[src/rtl/mbist_op_exec_if.sv]
// Operation/SRAM/status bundle for mbist_op_exec: the master side is the sequencer, the SRAM
// read-data source and the status consumer; the slave side is the execution/compare block.
interface mbist_op_exec_if #(
    parameter int BIST_ADDR_WD    = 9,
    parameter int BIST_DATA_WD    = 32,
    parameter int BIST_ERR_CNT_WD = 8
);
    logic                       run;
    logic                       op_read;
    logic                       op_write;
    logic                       op_invert;
    logic [BIST_ADDR_WD-1:0]    op_addr;
    logic [BIST_DATA_WD-1:0]    pat_data;
    logic                       clear;
    logic                       mem_cs;
    logic                       mem_we;
    logic [BIST_ADDR_WD-1:0]    mem_addr;
    logic [BIST_DATA_WD-1:0]    mem_wdata;
    logic [BIST_DATA_WD-1:0]    mem_rdata;
    logic                       cmp_busy;
    logic                       err_pulse;
    logic                       fail;
    logic [BIST_ERR_CNT_WD-1:0] err_cnt;
    logic [BIST_ADDR_WD-1:0]    err_addr;
    logic [BIST_DATA_WD-1:0]    err_syndrome;

    modport master (
        output run, op_read, op_write, op_invert, op_addr, pat_data, clear, mem_rdata,
        input  mem_cs, mem_we, mem_addr, mem_wdata, cmp_busy, err_pulse, fail, err_cnt,
               err_addr, err_syndrome
    );

    modport slave (
        input  run, op_read, op_write, op_invert, op_addr, pat_data, clear, mem_rdata,
        output mem_cs, mem_we, mem_addr, mem_wdata, cmp_busy, err_pulse, fail, err_cnt,
               err_addr, err_syndrome
    );
endinterface

[src/rtl/mbist_op_exec.sv]
// MBIST execution/compare stage: drives one SRAM port and checks read data against the background.
// Optional first-failure log is built when MBIST_ERR_LOG_EN is defined.
module mbist_op_exec #(
    parameter int BIST_ADDR_WD    = 9,
    parameter int BIST_DATA_WD    = 32,
    parameter int BIST_RD_LAT     = 1,
    parameter int BIST_ERR_CNT_WD = 8
) (
    input logic            clk,
    input logic            rst_n,
    mbist_op_exec_if.slave bus
);
    localparam int AW  = BIST_ADDR_WD;
    localparam int DW  = BIST_DATA_WD;
    localparam int LAT = BIST_RD_LAT;
    localparam int CW  = BIST_ERR_CNT_WD;
    localparam logic [CW-1:0] CNT_ONE = {{(CW-1){1'b0}}, 1'b1};

    logic           iss_any_s;
    logic           iss_wr_s;
    logic           iss_rd_s;
    logic [DW-1:0]  exp_s;
    logic [DW-1:0]  syn_s;
    logic           miscmp_s;
    logic [CW-1:0]  cnt_base_s;

    logic           mem_cs_q;
    logic           mem_we_q;
    logic [AW-1:0]  mem_addr_q;
    logic [DW-1:0]  mem_wdata_q;
    logic [DW-1:0]  iss_exp_q;
    logic [LAT-1:0] pvld_q, pvld_d;
    logic [DW-1:0]  pexp_q [LAT];
    logic           cmp_busy_q, cmp_busy_d;
    logic           err_pulse_q;
    logic           fail_q, fail_d;
    logic [CW-1:0]  err_cnt_q, err_cnt_d;

    // Issue decode; a simultaneous read+write is treated as a write only.
    always_comb begin
        iss_any_s = bus.run & (bus.op_read | bus.op_write);
        iss_wr_s  = bus.run & bus.op_write;
        iss_rd_s  = bus.run & bus.op_read & ~bus.op_write;
        exp_s     = bus.op_invert ? ~bus.pat_data : bus.pat_data;
    end

    // Registered SRAM port; address holds when no operation is issued.
    always_ff @(posedge clk or negedge rst_n) begin
        if (!rst_n) begin
            mem_cs_q    <= 1'b0;
            mem_we_q    <= 1'b0;
            mem_addr_q  <= '0;
            mem_wdata_q <= '0;
            iss_exp_q   <= '0;
        end else begin
            mem_cs_q    <= iss_any_s;
            mem_we_q    <= iss_wr_s;
            mem_wdata_q <= iss_wr_s ? exp_s : '0;
            if (iss_any_s) begin
                mem_addr_q <= bus.op_addr;
            end
            if (iss_rd_s) begin
                iss_exp_q <= exp_s;
            end
        end
    end

    // Next-state of the read-tracking valid chain and the busy flag derived from it.
    always_comb begin
        pvld_d    = '0;
        pvld_d[0] = mem_cs_q & ~mem_we_q;
        for (int i = 1; i < LAT; i++) begin
            pvld_d[i] = pvld_q[i-1];
        end
        cmp_busy_d = iss_rd_s | (|pvld_d);
    end

    // Expected-data pipeline aligned with the SRAM read latency.
    always_ff @(posedge clk or negedge rst_n) begin
        if (!rst_n) begin
            pvld_q     <= '0;
            cmp_busy_q <= 1'b0;
            for (int i = 0; i < LAT; i++) begin
                pexp_q[i] <= '0;
            end
        end else begin
            pvld_q     <= pvld_d;
            cmp_busy_q <= cmp_busy_d;
            pexp_q[0]  <= iss_exp_q;
            for (int i = 1; i < LAT; i++) begin
                pexp_q[i] <= pexp_q[i-1];
            end
        end
    end

    // Compare at the pipeline tap; clear wipes status but a same-cycle miscompare still counts.
    always_comb begin
        syn_s      = bus.mem_rdata ^ pexp_q[LAT-1];
        miscmp_s   = pvld_q[LAT-1] & (|syn_s);
        cnt_base_s = bus.clear ? '0 : err_cnt_q;
        if (miscmp_s) begin
            fail_d    = 1'b1;
            err_cnt_d = (cnt_base_s == {CW{1'b1}}) ? cnt_base_s : cnt_base_s + CNT_ONE;
        end else begin
            fail_d    = fail_q & ~bus.clear;
            err_cnt_d = cnt_base_s;
        end
    end

    // Status registers.
    always_ff @(posedge clk or negedge rst_n) begin
        if (!rst_n) begin
            err_pulse_q <= 1'b0;
            fail_q      <= 1'b0;
            err_cnt_q   <= '0;
        end else begin
            err_pulse_q <= miscmp_s;
            fail_q      <= fail_d;
            err_cnt_q   <= err_cnt_d;
        end
    end

`ifdef MBIST_ERR_LOG_EN
    logic [AW-1:0] paddr_q [LAT];
    logic          log_vld_q;
    logic [AW-1:0] err_addr_q;
    logic [DW-1:0] err_syn_q;

    // Address pipeline (log build only) and first-failure capture.
    always_ff @(posedge clk or negedge rst_n) begin
        if (!rst_n) begin
            for (int i = 0; i < LAT; i++) begin
                paddr_q[i] <= '0;
            end
            log_vld_q  <= 1'b0;
            err_addr_q <= '0;
            err_syn_q  <= '0;
        end else begin
            paddr_q[0] <= mem_addr_q;
            for (int i = 1; i < LAT; i++) begin
                paddr_q[i] <= paddr_q[i-1];
            end
            if (miscmp_s && (bus.clear || !log_vld_q)) begin
                log_vld_q  <= 1'b1;
                err_addr_q <= paddr_q[LAT-1];
                err_syn_q  <= syn_s;
            end else if (bus.clear) begin
                log_vld_q  <= 1'b0;
                err_addr_q <= '0;
                err_syn_q  <= '0;
            end
        end
    end

    assign bus.err_addr     = err_addr_q;
    assign bus.err_syndrome = err_syn_q;
`else
    assign bus.err_addr     = '0;
    assign bus.err_syndrome = '0;
`endif

    assign bus.mem_cs    = mem_cs_q;
    assign bus.mem_we    = mem_we_q;
    assign bus.mem_addr  = mem_addr_q;
    assign bus.mem_wdata = mem_wdata_q;
    assign bus.cmp_busy  = cmp_busy_q;
    assign bus.err_pulse = err_pulse_q;
    assign bus.fail      = fail_q;
    assign bus.err_cnt   = err_cnt_q;

endmodule

[src/flat_wrapper.sv]
// flat-port wrapper written by rule: the top's interface ports become plain ports
module mbist_op_exec_flat 
#(
    parameter int BIST_ADDR_WD    = 9,
    parameter int BIST_DATA_WD    = 32,
    parameter int BIST_RD_LAT     = 1,
    parameter int BIST_ERR_CNT_WD = 8
)
  (clk, rst_n, bus_run, bus_op_read, bus_op_write, bus_op_invert, bus_op_addr, bus_pat_data, bus_clear, bus_mem_rdata, bus_mem_cs, bus_mem_we, bus_mem_addr, bus_mem_wdata, bus_cmp_busy, bus_err_pulse, bus_fail, bus_err_cnt, bus_err_addr, bus_err_syndrome);
  mbist_op_exec_if #(.BIST_ADDR_WD(BIST_ADDR_WD), .BIST_DATA_WD(BIST_DATA_WD), .BIST_ERR_CNT_WD(BIST_ERR_CNT_WD)) bus_i ();
  input logic clk;
  input logic rst_n;
  input wire logic [$bits(bus_i.run)-1:0] bus_run;
  input wire logic [$bits(bus_i.op_read)-1:0] bus_op_read;
  input wire logic [$bits(bus_i.op_write)-1:0] bus_op_write;
  input wire logic [$bits(bus_i.op_invert)-1:0] bus_op_invert;
  input wire logic [$bits(bus_i.op_addr)-1:0] bus_op_addr;
  input wire logic [$bits(bus_i.pat_data)-1:0] bus_pat_data;
  input wire logic [$bits(bus_i.clear)-1:0] bus_clear;
  input wire logic [$bits(bus_i.mem_rdata)-1:0] bus_mem_rdata;
  output wire logic [$bits(bus_i.mem_cs)-1:0] bus_mem_cs;
  output wire logic [$bits(bus_i.mem_we)-1:0] bus_mem_we;
  output wire logic [$bits(bus_i.mem_addr)-1:0] bus_mem_addr;
  output wire logic [$bits(bus_i.mem_wdata)-1:0] bus_mem_wdata;
  output wire logic [$bits(bus_i.cmp_busy)-1:0] bus_cmp_busy;
  output wire logic [$bits(bus_i.err_pulse)-1:0] bus_err_pulse;
  output wire logic [$bits(bus_i.fail)-1:0] bus_fail;
  output wire logic [$bits(bus_i.err_cnt)-1:0] bus_err_cnt;
  output wire logic [$bits(bus_i.err_addr)-1:0] bus_err_addr;
  output wire logic [$bits(bus_i.err_syndrome)-1:0] bus_err_syndrome;
  assign bus_i.run = bus_run;
  assign bus_i.op_read = bus_op_read;
  assign bus_i.op_write = bus_op_write;
  assign bus_i.op_invert = bus_op_invert;
  assign bus_i.op_addr = bus_op_addr;
  assign bus_i.pat_data = bus_pat_data;
  assign bus_i.clear = bus_clear;
  assign bus_i.mem_rdata = bus_mem_rdata;
  assign bus_mem_cs = bus_i.mem_cs;
  assign bus_mem_we = bus_i.mem_we;
  assign bus_mem_addr = bus_i.mem_addr;
  assign bus_mem_wdata = bus_i.mem_wdata;
  assign bus_cmp_busy = bus_i.cmp_busy;
  assign bus_err_pulse = bus_i.err_pulse;
  assign bus_fail = bus_i.fail;
  assign bus_err_cnt = bus_i.err_cnt;
  assign bus_err_addr = bus_i.err_addr;
  assign bus_err_syndrome = bus_i.err_syndrome;
  mbist_op_exec #(.BIST_ADDR_WD(BIST_ADDR_WD), .BIST_DATA_WD(BIST_DATA_WD), .BIST_RD_LAT(BIST_RD_LAT), .BIST_ERR_CNT_WD(BIST_ERR_CNT_WD)) u_core (.clk(clk), .rst_n(rst_n), .bus(bus_i));
endmodule
[config.mk]
export PLATFORM = sky130hd
export DESIGN_NAME = mbist_op_exec_flat
export DESIGN_NICKNAME = d
export VERILOG_FILES = /design/src/rtl/mbist_op_exec_if.sv /design/src/rtl/mbist_op_exec.sv /design/src/flat_wrapper.sv
export SDC_FILE = /design/constraint.sdc
export NUM_CORES = 1
export LEC_CHECK = 0
export CORE_MARGIN = 2
export CORE_UTILIZATION = 25
export CTS_BUF_LIST = sky130_fd_sc_hd__clkbuf_8
export DETAILED_ROUTE_END_ITERATION = 10
export GPL_TIMING_DRIVEN = 0
export HOLD_SLACK_MARGIN = 0.1
export PLACE_DENSITY = 0.55
export RECOVER_POWER = 50
export SKIP_CTS_REPAIR_TIMING = 1
export SYNTH_ARGS = -nofsm -noshare
export SYNTH_HDL_FRONTEND = slang
export SYNTH_SLANG_ARGS = --single-unit
[constraint.sdc]
create_clock -name clk -period 2.9 [get_ports clk]
set_input_delay 0.58 -clock clk [delete_from_list [all_inputs] [get_ports clk]]
set_output_delay 0.58 -clock clk [all_outputs]
set_load 0.02 [all_outputs]
==> results of run 1 <==
==> cell usage in the layout, fill, tap and decap left out, drive strengths merged, types with 2 or more instances in the layout <==
cell type,instances
mux2i,2
o21ai,33
nand2,40
clkbuf,29
mux2,10
xnor2,65
and2b,4
clkinvlp,4
nor4,2
conb,41
and3,2
dfrtp,119
clkdlybuf4s50,130
buf,45
dlygate4sd3,2
clkinv,3
inv,7
nor2,34
a21oi,2
nand4,10
bufinv,4
==> power groups by stage <==
stage / Sequential, W / Clock [W] / Combinational, W
after floorplan: 0.00204 / 0 / 0.000348
after global placement: 0.00201 / 0 / 0.000722
after detailed placement: 0.00202 / 0 / 0.000739
final: 0.00198 / 0.00164 / 0.000725
after CTS: 0.00199 / 0.00171 / 0.000740
after global routing: 0.00201 / 0.00179 / 0.000801
==> worst paths after layout <==
path,start,to,cells past startpoint
max,bus_clear,u_core.bus.err_cnt[3]$_DFF_PN0_,9
max in group asynchronous,rst_n,u_core.pexp_q[25]$_DFF_PN0_,3
max reg2reg,u_core.bus.err_cnt[1]$_DFF_PN0_,u_core.bus.err_cnt[3]$_DFF_PN0_,8
min reg2reg,u_core.iss_exp_q[4]$_DFFE_PN0P_,u_core.pexp_q[4]$_DFF_PN0_,0
min in group asynchronous,rst_n,u_core.bus.mem_wdata[9]$_DFF_PN0_,2
min,u_core.iss_exp_q[4]$_DFFE_PN0P_,u_core.pexp_q[4]$_DFF_PN0_,0
==> stage by stage <==
| stage | utilization [%] | hold slack [ns] | worst slack (ns) | total power [W] | cells |
|---|---|---|---|---|---|
| 3_3_place_gp | 35.0 | 0.358 | -3.29 | 0.00273 | 804 |
| 2_1_floorplan | - | 0.284 | 0.784 | 0.00239 | 438 |
| 5_1_grt | 37.5 | 0.391 | 0.260 | 0.00460 | 838 |
| 3_5_place_dp | 35.1 | 0.363 | -0.0345 | 0.00276 | 805 |
| 4_1_cts | 37.5 | 0.0620 | 0.424 | 0.00444 | 837 |
| 6_report | 37.5 | 0.375 | 0.377 | 0.00435 | 838 |
==> cell usage after synthesis, types with 2 or more instances <==
cell type  instances  area [sq um]
nor2_1            34           128
buf_2              3          15.0
and2b_1            4          30.0
o21ai_0           32           160
dfrtp_1          119          2980
xnor2_1           65           569
buf_4             41           308
mux2i_1            2          20.0
nor4_2             2          25.0
mux2_2             9           101
clkbuf_1          10          37.5
nand2_1           40           150
and3_1             2          12.5
a21oi_1            2          10.0
inv_1              3          11.3
nand4_1           10          62.6
==> state kept, by name, indices dropped and copies added, names as in the netlist <==
| signal | flops |
|---|---|
| u_core.bus.mem_we | 1 |
| u_core.bus.cmp_busy | 1 |
| u_core.bus.fail | 1 |
| u_core.iss_exp_q | 32 |
| u_core.bus.err_pulse | 1 |
| u_core.bus.mem_wdata | 32 |
| u_core.bus.mem_addr | 9 |
| u_core.bus.mem_cs | 1 |
| u_core.pvld_q | 1 |
| u_core.pexp_q | 32 |
| u_core.bus.err_cnt | 8 |
==> cells by family (layout without fill, tap and decap cells) <==
group / Yosys count / in the layout
buf+inv: 58 / 224
mux: 12 / 12
simple gates: 100 / 100
compound gates: 41 / 41
other cells: 1 / 41
fa+ha+maj: 1 / 1
xor+xnor: 66 / 66
flops: 119 / 119
==> layer usage <==
layer | vias to the layer above | global-route usage (%) | part of all wire (%)
li1 | 1595 | - | -
met1 | 1582 | 15.2 | 42
met2 | 125 | 21.6 | 49
met3 | 15 | 4.61 | 7.3
met4 | 0 | 4.74 | 1.6
met5 | - | 0 | 0
==> cell type report <==
class | count | area [sq um]
Fill cell | 1855 | 11700
Sequential cell | 119 | 2980
Multi-Input combinational cell | 261 | 1570
Timing Repair Buffer | 134 | 1350
Buffer | 55 | 363
Tap cell | 234 | 293
Clock buffer | 17 | 234
Clock inverter | 15 | 203
Inverter | 3 | 11.3
==> flow_summary.ini, run 1 <==
[power_and_ir_drop]
seq_power_share_pct = 45.6
pwr-share-clk_pct = 37.8
p_per_area_nw_per_um2 = 621
combinationalPowerShare_pct = 16.7
internal_power_w = 0.00318
leakage_nw = 3.13
power_switching_w = 0.00117
peakVddDrop_mv = 0.334
switching_share_pct = 26.9

[cts]
htree_levels = 4
clk-insertion-delay-late_ns = 0.43
cts_tree = done
cts-root-buf = clkbuf_8
path_clk_slew_ns = 0.08
numCtsBuffers = 17
clkSinkCount = 119
cts_buffer_depth = 2

[layout]
design_area_sq_um = 7010
final_nets = 672
syn_to_final_growth_pct = 46.6
layout-drive-gt1-share_pct = 14.7
antenna_cells = 0

[global_routing]
grt-ovfl-total = 0
grt_usage_pct = 12.9
antenna_found_initial = 0
grt_pass1_vias = 3617
grt_pass1_wl_microns = 19200
grt_max_degree = 70

[timing]
setup_viol = 0
rsz0062_at_grt = no
fmax_mhz = 396
relSlewSlack_pct = 12.9
finalHoldViolCount = 0
min_period_ns = 2.52
slew_violations = 0
skew_ns = 0.00944
fin_setup_tns_ns = 0
period_share_pct = 87.0
max_slew.worst_pin.slew_ns = 1.29

[logic_synthesis]
synth_ff_type = dfrtp_1
synth-compound-area-share_pct = 4.74
async_flop_share_pct = 100
ys_ff_latch = 119
yosysUniqueCellTypes = 36
syn_area_sq_um = 4780
syn_avg_cell_area_sq_um = 12.0
synth_xor_area_share_pct = 12.1
synth-seq-area-share_pct = 62.3
synth_edf_count = 0
yosys_warnings = 0
synthSimpleGateAreaFrac_pct = 9.79
synth_top_family_by_area = XOR/XNOR gates
synthMuxAreaShare_pct = 2.85
syn_inst = 398
synth_fa_ha_area_share_pct = 0.262

[worst_setup_path]
cp_max_fo = 7
crit_buf_inv = 1
cp_slowest_cell = clkdlybuf4s50_1
cp_cell_sequence = clkdlybuf4s50_1, and2b_1, ha_1, and3_1, nand2_1, o31ai_1, a21oi_1, nand4_1, mux2i_1
crit_path_end_kind = register
crit_family = simple AND/OR/NAND/NOR gates
rrSetupSlack_ns = 0.73
cpPeakStageDelay_ns = 0.57
arrival_ns = 2.87
criticalPathCategory = primary input to register
required_ns = 3.24
startpoint_type = primary input

[floorplanning]
die_h_microns = 142
core-area_sq_um = 18700
fp.dieW_microns = 142
dieArea_sq_um = 20200
fp-row-count = 50
io_pins = 175
start_util_pct = 25.5

[detailed_routing]
via_per_inst = 3.96
drcViolationCount = 0
drt_iter0_drc = 108
vias = 3317
ant_nets = 0
drtPass1Iterations = 4
wl_per_cell_microns = 14.6
wl_microns = 12200

[min_path]
hp-class = register to register

[placement]
io_buffers = 132
hpwlAfterDp_microns = 9280
gp_congestion = 0.784
place_area_sq_um = 6570

[run_status]
status = finished clean

[flow_run]
cap_viol_max_count = 0
(Power assumes the default switching activity.)
==> run 2: changes to the inputs <==
Settings changed: GPL_TIMING_DRIVEN 0 to 1.
==> flow_summary.ini, run 2 (same netlist as run 1, synthesis figures left out) <==
[worst_setup_path]
startpoint_type = primary input
required_ns = 3.22
cp_max_fo = 7
startpoint = bus_clear
cpPeakStageDelay_ns = 0.50
cp_slowest_cell = clkdlybuf4s50_1
arrival_ns = 2.65
timing.rr.end = u_core.bus.err_cnt[6]$_DFF_PN0_
crit_path_end = u_core.bus.err_cnt[4]$_DFF_PN0_
rrSetupSlack_ns = 0.90
reg2reg_from = u_core.pexp_q[2]$_DFF_PN0_
criticalPathCategory = primary input to register
cp_cell_sequence = clkdlybuf4s50_1, and2b_1, ha_1, and3_1, nand2_1, o31ai_1, a21oi_1, buf_4, a311oi_1
ff2ff_path_depth = 6
crit_path_end_kind = register

[floorplanning]
start_util_pct = 25.5
io_pins = 175
die_h_microns = 142
fp.dieW_microns = 142
core-area_sq_um = 18700
dieArea_sq_um = 20200
fp-row-count = 50

[cts]
htree_levels = 4
path_clk_slew_ns = 0.07
cts_tree = done
numCtsBuffers = 17
cts_buffer_depth = 2
clk-insertion-delay-late_ns = 0.43
clkSinkCount = 119
cts-root-buf = clkbuf_8

[global_routing]
grt_pass1_wl_microns = 18300
grt_pass1_vias = 3343
antenna_found_initial = 0
grt_usage_pct = 12.3
grt_max_degree = 66
grt-ovfl-total = 0

[timing]
relSlewSlack_pct = -49.1
fmax_mhz = 428
skew_ns = 0.00744
finalHoldViolCount = 0
rsz0062_at_grt = no
setup_viol = 0
max_slew.worst_pin.slew_ns = 2.24
fin_setup_tns_ns = 0
period_share_pct = 80.6
min_period_ns = 2.34
slew_violations = 41

[detailed_routing]
wl_met3_microns = 810
drt_iter0_drc = 140
drtPass1Iterations = 4
via_per_inst = 4.03
ant_nets = 0
met1_length_microns = 5030
met2RoutedLength_microns = 5700
wl_microns = 11600
highest_layer = met4
vias = 3172
drcViolationCount = 0
wl_per_cell_microns = 14.8

[flow_run]
cap_viol_max_count = 1

[placement]
gp_congestion = 0.780
hpwlAfterDp_microns = 8670
io_buffers = 133

[min_path]
hp-class = register to register
min_delay_path_depth = 0

[layout]
layout-drive-gt1-share_pct = 9.21
final_cell_mix = clkdlybuf4s50_1, dfrtp_1, xnor2_1
syn_to_final_growth_pct = 40.2
final_util_pct = 35.8
antenna_cells = 0
layout_commonest_cell = clkdlybuf4s50_1
final_nets = 622

[run_status]
violations = max-capacitance violations, max-slew violations
status = finished, violations left

[power_and_ir_drop]
total_power_w = 0.00429
p_per_area_nw_per_um2 = 640
peakVddDrop_mv = 0.246
leakage_nw = 2.94
[run 2: changes by cell type in the layout (fill, tap and decap cells not counted), moves of 2 or more]
cell	change
clkbuf_1	-10
clkinvlp_4	-4
clkbuf_8	+6
dlygate4sd3_1	-2
clkinv_2	+2
buf_12	+3
inv_6	-3
buf_4	-38
[run 2: per-stage QoR]
step,hold slack [ns],cells,area (sq um),worst slack [ns]
6_report,0.375,788,6700,0.563
3_5_place_dp,0.362,756,6260,0.156
2_1_floorplan,0.284,438,4930,0.784
3_3_place_gp,0.359,756,6260,0.239
5_1_grt,0.385,788,6700,0.343
4_1_cts,0.121,788,6700,0.627
[run 2: per-layer routing]
layer,up-vias,global-route usage (%)
li1,1498,-
met1,1540,15.1
met2,124,19.7
met3,10,4.98
met4,0,4.00
met5,-,0
[run 2: final cells by class]
type	count	area (sq um)
fill	1845	12000
clock buffer	23	317
timing repair buffer	139	1400
clock inverter	9	121
inverter	3	11.3
sequential	119	2980
multi-input combinational	261	1580
tap	234	293
[run 2: how the worst min path moves through the flow]
stage	start	endpoint	slack (ns)
floorplan	rst_n	u_core.bus.cmp_busy$_DFF_PN0_	0.28
global placement	u_core.iss_exp_q[17]$_DFFE_PN0P_	u_core.pexp_q[17]$_DFF_PN0_	0.36
detailed placement	u_core.iss_exp_q[18]$_DFFE_PN0P_	u_core.pexp_q[18]$_DFF_PN0_	0.36
CTS	rst_n	u_core.bus.mem_wdata[5]$_DFF_PN0_	0.12
global route	u_core.iss_exp_q[26]$_DFFE_PN0P_	u_core.pexp_q[26]$_DFF_PN0_	0.38
finish	u_core.iss_exp_q[14]$_DFFE_PN0P_	u_core.pexp_q[14]$_DFF_PN0_	0.38
[run 2: where the power goes]
part,switching [W],internal (W),total (W)
combinational,0.000347,0.000338,0.000686
clock,0.000639,0.000980,0.00162
sequential,0.000112,0.00187,0.00198
total,0.00110,0.00319,0.00429
[run 2: critical path, delay by kind of cell]
family	cells	cell delay, ns
AO/OA/AOI/OAI	3	0.62
buffers and inverters	2	0.68
AND/OR/NAND/NOR	3	0.58
adder cells (fa/ha/maj)	1	0.18
==> run 3: changes to the inputs <==
Settings changed: PLACE_DENSITY 0.55 to 0.57.
Clock period 2.9 ns to 2.1 ns, I/O delays scaled along.
==> flow_summary.ini, run 3 (same netlist as run 1, synthesis figures left out) <==
[run_status]
violations = max-capacitance violations, max-slew violations
status = finished, violations left

[detailed_routing]
wl_per_cell_microns = 14.4
drcViolationCount = 0
drtPass1Iterations = 4
drt_iter0_drc = 120
via_per_inst = 3.97
vias = 3164
wl_microns = 11500
ant_nets = 0

[cts]
clk-insertion-delay-late_ns = 0.44
numCtsBuffers = 17
clkSinkCount = 119
cts_tree = done
path_clk_slew_ns = 0.07
cts-root-buf = clkbuf_8
cts_buffer_depth = 2
htree_levels = 4

[timing]
min_period_ns = 2.02
setup_viol = 0
fmax_mhz = 495
setup_ws_ns = 0.0782
slew_violations = 120
relSlewSlack_pct = -7.32
period_share_pct = 96.3
finalHoldViolCount = 0
skew_ns = 0.00894
max_slew.worst_pin.slew_ns = 1.61

[floorplanning]
die_h_microns = 142
core-area_sq_um = 18700
io_pins = 175
dieArea_sq_um = 20200
fp.dieW_microns = 142
fp-row-count = 50
start_util_pct = 25.5

[power_and_ir_drop]
leakage_nw = 2.99
p_per_area_nw_per_um2 = 875
peakVddDrop_mv = 0.454

[global_routing]
grt_max_degree = 120
grt_pass1_wl_microns = 18100
grt_usage_pct = 12.1
grt_pass1_vias = 3384
grt-ovfl-total = 0
antenna_found_initial = 0

[layout]
syn_to_final_growth_pct = 41.7
final_nets = 631
n_fill_cell = 1868
final_cell_mix = clkdlybuf4s50_1, dfrtp_1, xnor2_1
register_area_sq_um = 2980
final_util_pct = 36.2
multi_input_area_sq_um = 1600
antenna_cells = 0
layout-drive-gt1-share_pct = 11.0
layout_commonest_cell = clkdlybuf4s50_1

[worst_setup_path]
arrival_ns = 2.36
cp_max_fo = 5
timing.rr.end = u_core.bus.err_cnt[4]$_DFF_PN0_
criticalPathCategory = primary input to register
startpoint_type = primary input
ff2ff_path_depth = 8
crit_path_end_kind = register
rrSetupSlack_ns = 0.11
required_ns = 2.44
reg2reg_from = u_core.pexp_q[10]$_DFF_PN0_

[min_path]
hp-class = register to register
min_delay_path_depth = 0
min-delay-start = u_core.iss_exp_q[23]$_DFFE_PN0P_
holdPathEnd = u_core.pexp_q[23]$_DFF_PN0_

[placement]
io_buffers = 133
gp_congestion = 0.734
hpwlAfterDp_microns = 8390
pre_cts_ws_ns = -0.504

[flow_run]
cap_viol_max_count = 1
-- run 3: layer usage --
layer | vias up | wire length (microns) | GRT usage, %
met5 | - | 0 | 0
met4 | 0 | 181 | 4.63
met3 | 15 | 861 | 5.08
met2 | 111 | 5650 | 19.4
met1 | 1519 | 4810 | 14.4
li1 | 1519 | - | -
-- run 3: worst max-delay path by stage --
stage | startpoint | depth (start not counted) | end | slack [ns]
after floorplan | u_core.bus.err_cnt[1]$_DFF_PN0_ | 7 | u_core.bus.err_cnt[1]$_DFF_PN0_ | 0.09
after global placement | bus_mem_rdata[29] | 9 | u_core.bus.err_cnt[4]$_DFF_PN0_ | -0.49
after detailed placement | bus_mem_rdata[28] | 9 | u_core.bus.err_cnt[4]$_DFF_PN0_ | -0.50
after CTS | u_core.pexp_q[28]$_DFF_PN0_ | 8 | u_core.bus.err_cnt[4]$_DFF_PN0_ | -0.06
after global routing | u_core.pexp_q[29]$_DFF_PN0_ | 8 | u_core.bus.err_cnt[4]$_DFF_PN0_ | -0.01
final | bus_clear | 10 | u_core.bus.err_cnt[4]$_DFF_PN0_ | 0.08
-- run 3: critical path, stage by stage --
cell and delay, ns:
clkdlybuf4s50_1 0.44, and2b_1 0.24, ha_1 0.17, and3_1 0.19, nand2_1 0.09, o31ai_2 0.18
a21oi_1 0.06, buf_4 0.16, buf_4 0.13, a311oi_1 0.26
-- run 3: report_power, final --
part	switching [W]	internal, W
Sequential	0.000147	0.00258
Combinational	0.000479	0.000478
Clock	0.000921	0.00132
-- run 3: area by class of cell --
type                    instances  share of cell area [%]
repair buffers                148                    21.6
clock inverters                10                    1.87
well taps                     234                    4.33
clock buffers                  22                    4.47
flip-flops and latches        119                    44.0
inverters                       3                   0.166
multi-input cells             261                    23.6
-- run 3: stage by stage --
step / power, W / hold slack (ns) / instance area (sq um) / TNS, ns / std cells
after floorplan: 0.00330 / 0.124 / 4930 / 0 / 438
after global placement: 0.00374 / 0.359 / 6330 / -3.73 / 765
after detailed placement: 0.00376 / 0.362 / 6330 / -3.85 / 765
after CTS: 0.00604 / 0.0994 / 6760 / -0.104 / 797
after global routing: 0.00624 / 0.386 / 6770 / -0.0103 / 797
final: 0.00593 / 0.376 / 6770 / 0 / 797
